$ cat config.mk
export PLATFORM = sky130hd
export DESIGN_NAME = undo_stack
export DESIGN_NICKNAME = d
export VERILOG_FILES = /design/src/rtl/undo_pkg.sv /design/src/rtl/undo_ram.sv /design/src/rtl/undo_stack.sv
export SDC_FILE = /design/constraint.sdc
export NUM_CORES = 1
export LEC_CHECK = 0
export CORE_ASPECT_RATIO = 0.8
export CORE_MARGIN = 2
export CORE_UTILIZATION = 35
export DETAILED_ROUTE_END_ITERATION = 8
export HOLD_SLACK_MARGIN = 0.1
export SLEW_MARGIN = 20
export SYNTH_ARGS = -nofsm -noshare
export SYNTH_HDL_FRONTEND = slang
export SYNTH_SLANG_ARGS = --single-unit
$ cat constraint.sdc
create_clock -name clk -period 4.5 [get_ports clk]
set_input_delay 0.9 -clock clk [delete_from_list [all_inputs] [get_ports clk]]
set_output_delay 0.9 -clock clk [all_outputs]
set_load 0.02 [all_outputs]
$ cat src/rtl/undo_pkg.sv
// Shared defaults and pointer type for the undo stack.
package undo_pkg;
  localparam int WIDTH_DEFAULT = 16;
  localparam int DEPTH_DEFAULT = 16;
  localparam int UPTR_W        = $clog2(DEPTH_DEFAULT);

  typedef logic [UPTR_W-1:0] uptr_t;
endpackage

$ cat src/rtl/undo_ram.sv
// DEPTH x WIDTH storage: one synchronous write port, two asynchronous read ports.
module undo_ram import undo_pkg::*; #(
  parameter int WIDTH = WIDTH_DEFAULT,
  parameter int DEPTH = DEPTH_DEFAULT,
  parameter int PTR_W = $clog2(DEPTH)
) (
  input  logic             clk,
  input  logic             we,
  input  logic [PTR_W-1:0] waddr,
  input  logic [WIDTH-1:0] wdata,
  input  logic [PTR_W-1:0] raddr_a,
  output logic [WIDTH-1:0] rdata_a,
  input  logic [PTR_W-1:0] raddr_b,
  output logic [WIDTH-1:0] rdata_b
);
  logic [WIDTH-1:0] mem_r [DEPTH];

  // Contents are deliberately left unreset.
  always_ff @(posedge clk) begin
    if (we) begin
      mem_r[waddr] <= wdata;
    end
  end

  assign rdata_a = mem_r[raddr_a];
  assign rdata_b = mem_r[raddr_b];
endmodule

$ cat src/rtl/undo_stack.sv
// Circular undo stack with registered pop, offset peek and sticky overflow/underflow.
// Optional UNDO_STACK_COMMIT_EN adds a commit port that discards all live entries.
module undo_stack import undo_pkg::*; #(
  parameter int WIDTH = WIDTH_DEFAULT,
  parameter int DEPTH = DEPTH_DEFAULT,
  parameter int PTR_W = $clog2(DEPTH)
) (
  input  logic             clk,
  input  logic             reset,
`ifdef UNDO_STACK_COMMIT_EN
  input  logic             commit,
`endif
  input  logic             push,
  input  logic [WIDTH-1:0] push_data,
  input  logic             pop,
  output logic [WIDTH-1:0] pop_data,
  output logic             pop_valid,
  input  logic [PTR_W-1:0] peek_off,
  output logic [WIDTH-1:0] peek_data,
  output logic             peek_valid,
  output logic [PTR_W:0]   count,
  output logic             empty,
  output logic             full,
  output logic             overflow,
  output logic             underflow
);
  logic [PTR_W-1:0] usp_r;
  logic [PTR_W:0]   count_r;
  logic [WIDTH-1:0] pop_data_r;
  logic             pop_valid_r, overflow_r, underflow_r;

  logic [PTR_W-1:0] top_idx_s, peek_idx_s, waddr_s;
  logic [WIDTH-1:0] top_data_s, peek_raw_s;
  logic             do_pop_s, we_s, full_s, commit_s;

`ifdef UNDO_STACK_COMMIT_EN
  assign commit_s = commit;
`else
  assign commit_s = 1'b0;
`endif

  assign top_idx_s  = usp_r - PTR_W'(1);
  assign peek_idx_s = top_idx_s - peek_off;
  assign full_s     = (count_r == (PTR_W+1)'(DEPTH));
  assign do_pop_s   = pop && (count_r != (PTR_W+1)'(0));
  assign peek_valid = ({1'b0, peek_off} < count_r);

  // A successful same-cycle pop turns the push into a top-of-stack replace.
  always_comb begin
    we_s    = push && !reset;
    waddr_s = usp_r;
    if (do_pop_s) begin
      waddr_s = top_idx_s;
    end else begin
      waddr_s = usp_r;
    end
  end

  undo_ram #(.WIDTH(WIDTH), .DEPTH(DEPTH), .PTR_W(PTR_W)) u_ram (
    .clk     (clk),
    .we      (we_s),
    .waddr   (waddr_s),
    .wdata   (push_data),
    .raddr_a (top_idx_s),
    .rdata_a (top_data_s),
    .raddr_b (peek_idx_s),
    .rdata_b (peek_raw_s)
  );

  // Peek is masked to zero outside the live region.
  always_comb begin
    if (peek_valid) begin
      peek_data = peek_raw_s;
    end else begin
      peek_data = {WIDTH{1'b0}};
    end
  end

  // Pointer, occupancy, pop register and sticky flags; commit overrides count last.
  always_ff @(posedge clk) begin
    if (reset) begin
      usp_r       <= PTR_W'(0);
      count_r     <= (PTR_W+1)'(0);
      pop_data_r  <= {WIDTH{1'b0}};
      pop_valid_r <= 1'b0;
      overflow_r  <= 1'b0;
      underflow_r <= 1'b0;
    end else begin
      pop_valid_r <= do_pop_s;
      if (do_pop_s) begin
        pop_data_r <= top_data_s;
      end
      if (pop && !do_pop_s) begin
        underflow_r <= 1'b1;
      end
      if (push && !do_pop_s) begin
        usp_r <= usp_r + PTR_W'(1);
        if (full_s) begin
          overflow_r <= 1'b1;
        end else begin
          count_r <= count_r + (PTR_W+1)'(1);
        end
      end else if (do_pop_s && !push) begin
        usp_r   <= top_idx_s;
        count_r <= count_r - (PTR_W+1)'(1);
      end
      if (commit_s) begin
        count_r <= (PTR_W+1)'(0);
      end
    end
  end

  assign pop_data  = pop_data_r;
  assign pop_valid = pop_valid_r;
  assign count     = count_r;
  assign empty     = (count_r == (PTR_W+1)'(0));
  assign full      = full_s;
  assign overflow  = overflow_r;
  assign underflow = underflow_r;
endmodule

==> results of run 1 <==
## cells in the final DEF (no fill, tap or decap), types with 6 or more instances in the layout
cell             Yosys  layout
clkbuf_16            0      31
nor2_1              33      17
clkinv_1             0       8
mux4_2             128     128
mux2i_1             19      18
buf_4                3      82
nor2_2               0      12
a21oi_1             45      44
dfxtp_1             28      27
nor3_1              12      11
ha_1                13      11
inv_1               15      13
a2111oi_4            0      13
edfxtp_1           256     256
clkdlybuf4s50_1      0      48
a211o_1             18      18
clkinv_2             0       6
nand2_1             65      65
buf_12               0      15
nor2b_1             17      16
a211oi_2             2      15
o21ai_0              9       9
buf_2               14      10
## what timing repair did
item	CTS	global route
gates resized for setup	128	10
pin swaps	7	9
gates cloned	4	0
hold buffers	0	0
setup endpoints to repair	16	13
setup buffers	8	4
## per-layer routing
| metal | GRT usage (%) | vias to the layer above | part of all wire (%) |
|---|---|---|---|
| met1 | 26.4 | 4331 | 43 |
| met3 | 2.82 | 53 | 6.2 |
| li1 | - | 3529 | - |
| met2 | 32.8 | 294 | 49 |
| met4 | 4.89 | 0 | 2.2 |
| met5 | 0 | - | 0 |
## cell type report
type	instances	area, um^2
multi-input cells	430	5300
clock inverters	19	160
clock buffers	39	846
well taps	495	619
fillers	3239	21200
repair buffers	166	1640
inverters	16	67.6
flip-flops and latches	284	8250
## per-stage QoR
step	setup TNS [ps]	cells	util, %
floorplan	0	789	-
global placement	-11300	1382	40.6
detailed placement	-10630	1382	40.6
CTS	0	1446	44.1
global route	-28.1	1449	44.4
finish	0	1449	44.4
## registers in the layout, summed over array words and instances, names as in the netlist
name and cells:
underflow 1, pop_valid 1, usp_r 4, u_ram.mem_r 256, pop_data 16, overflow 1
count 5
## worst min-delay path by stage
stage / start / slack, ps / cells past startpoint / endpoint
after global placement: underflow$_SDFFE_PP0P_ / 450 / 2 / underflow$_SDFFE_PP0P_
after detailed placement: underflow$_SDFFE_PP0P_ / 460 / 2 / underflow$_SDFFE_PP0P_
after floorplan: underflow$_SDFFE_PP0P_ / 570 / 2 / underflow$_SDFFE_PP0P_
final: pop_data[10]$_SDFFE_PP0N_ / 460 / 1 / pop_data[10]$_SDFFE_PP0N_
after CTS: pop_data[10]$_SDFFE_PP0N_ / 470 / 1 / pop_data[10]$_SDFFE_PP0N_
after global routing: pop_data[12]$_SDFFE_PP0N_ / 480 / 1 / pop_data[12]$_SDFFE_PP0N_
## kinds of logic after synthesis
group | Yosys count
AOI/OAI and AO/OA | 115
buffers and inverters | 75
adders and majority gates | 14
and+or+nand+nor | 142
xor gates and xnor gates | 11
DFF | 284
muxes | 148
## critical path: cells and delay by family (launching register included)
family	cells	cell delay, ps
adders and majority gates	2	1210
buffers and inverters	4	550
muxes	1	340
DFF	1	360
AOI/OAI and AO/OA	2	530
==> summary.md, run 1 <==
| Metric | Value |
|---|---|
| Grt ovf | 0 |
| Main combinational cell family by area after synthesis | multiplexers |
| Crit path required time | 3600 ps |
| Post-synth net total | 827 |
| Drt wl/cell | 26.4 um |
| Unrepaired setup endpoints after global routing | true |
| Clk_skew | 16.4 ps |
| Status | completed |
| Critical path endpoint category | output pin |
| Hold Path Class | reg2reg |
| Worst hold slack | 464 ps |
| Register area share after synthesis | between 60% and 70% |
| Placer congestion estimate | between 0.7 and 0.8 |
| First-pass GRT wire length | 56.6 mm |
| Synth warnings | 0 |
| Crit path from | usp_r[0]$_SDFFE_PP0P_ |
| Die height | 179 um |
| CP arrival | 3570 ps |
| Antenna violations before repair | 0 |
| Synth Area in Compound Gates | 5.80% |
| Share of post-route cells with drive strength above 1 | 37.4% |
| FFs w/ async S/R, synth | 0% |
| Unique masters post-synth | 44 |
| Reg2reg path depth | 11 |
| Worst Setup Start Kind | flip-flop |
| Final setup violating endpoints | 0 |
| Synth cell count leaders | edfxtp_1 (256), mux4_2 (128), nand2_1 (65) |
| Cell area after placement | about 0.015 mm^2 |
| Detailed placer's ending HPWL | 23.6 mm |
| Vias in the first global route | 8466 |
| Slowest stage cell on the critical path | fa_4 |
| Crit path max fanout | 10 |
| Syn_area_per_cell | 17.0 um^2 |
| Most frequent cell after synthesis | edfxtp_1 |
| Post-route antenna net violation count | 0 |
| Fin. Hold Viols | 0 |
| Crit Path Class | reg2out |
| CORE AREA | 0.0380 mm^2 |
| Ys flop type | edfxtp_1 |
| FF-to-FF End | count[4]$_SDFFE_PP0P_ |
| Adder-cell share of the synthesized area | ~1.4% |
| P&R area growth vs syn | 25.7% |
| Worst Setup EP | peek_data[4] |
| Design Area, Final | approximately 0.017 mm^2 |
| Worst-path cell chain | inv_4 -> ha_4 -> fa_4 -> buf_12 -> buf_16 -> mux4_2 -> a2111oi_4 -> a211oi_2 -> buf_2 |
| TritonCTS sink count | 284 |
| Layout Nets | 967 |
| Min Tclk post-route | 4470 ps |
| Worst-Margin Slew | 1080 ps |
| CTS tree | built |
| Post-route setup slack | 32.9 ps |
| R2R setup slack | 1280 ps |
| Max_slew headroom | between 20% and 30% |
| Max cap viols | 0 |
| Die Wd | 223 um |
| Synth Area in Simple Gates | a little under 5% |
| Period utilization | between 90% and 100% |
| Yosys top cell by area | edfxtp_1 |
| Cts bufs inserted | 31 |
| Ranking of synthesized cells by area | edfxtp_1 (57%), mux4_2 (21%), dfxtp_1 (4.2%) |
| Full die area | around 0.040 mm^2 |
| IO Count | 67 |
| Dpl ws | -859 ps |
| Mux share of post-synthesis cell area | 23.0% |
| XOR/XNOR share of the synthesized area | less than 1% |
| H-Tree Depth | 1 |
| CTS max path bufs | 3 |
| Clock latency on the worst-skew pair | approximately 580 ps |
| Number of enable flip-flop cells after synthesis | 256 |
| Vias/cell | roughly 5.7 |
| DRT Pass-1 Iters | 5 |
| Total Routed Length | 38.3 mm |
| Initial DRC count | 812 |
| Vias | about 8000 |
| Initial Util | 35.3% |
| Row Count | 64 |
| Fmax | 224 MHz |
| Synth top area share | 57.2% |
| Pin count of the biggest net entering global routing | 52 |
| Antenna fix cells | 0 |
| Max stage delay on crit path | 950 ps |
| Flops & latches, synth | 284 |
| Reg clk slew, reported paths | 60 ps |
| Max-slew violations | 0 |
| DRC errors left | 0 |
| Port Buffer Count | 66 |
| Post-synthesis cell area | 0.0134 mm^2 |
| Total Routing Usage GR | 19.4% |
| Clock root cell | clkbuf_16 |
| Gate Count Post-Synth | 789 |
| RR Startpoint | count[1]$_SDFFE_PP0P_ |
Power of run 1 is not shown: default switching activity piles up to over one toggle a cycle in this logic, so the estimate is an artifact.
==> run 2, diff against run 1 <==
CTS_CLUSTER_SIZE = 28   (was not set)
GPL_ROUTABILITY_DRIVEN = 0   (was not set)
==> results of run 2 <==
Same layout as run 1: the final DEF is identical, and so are final timing and power.
Power of run 2 is left out for the same reason.
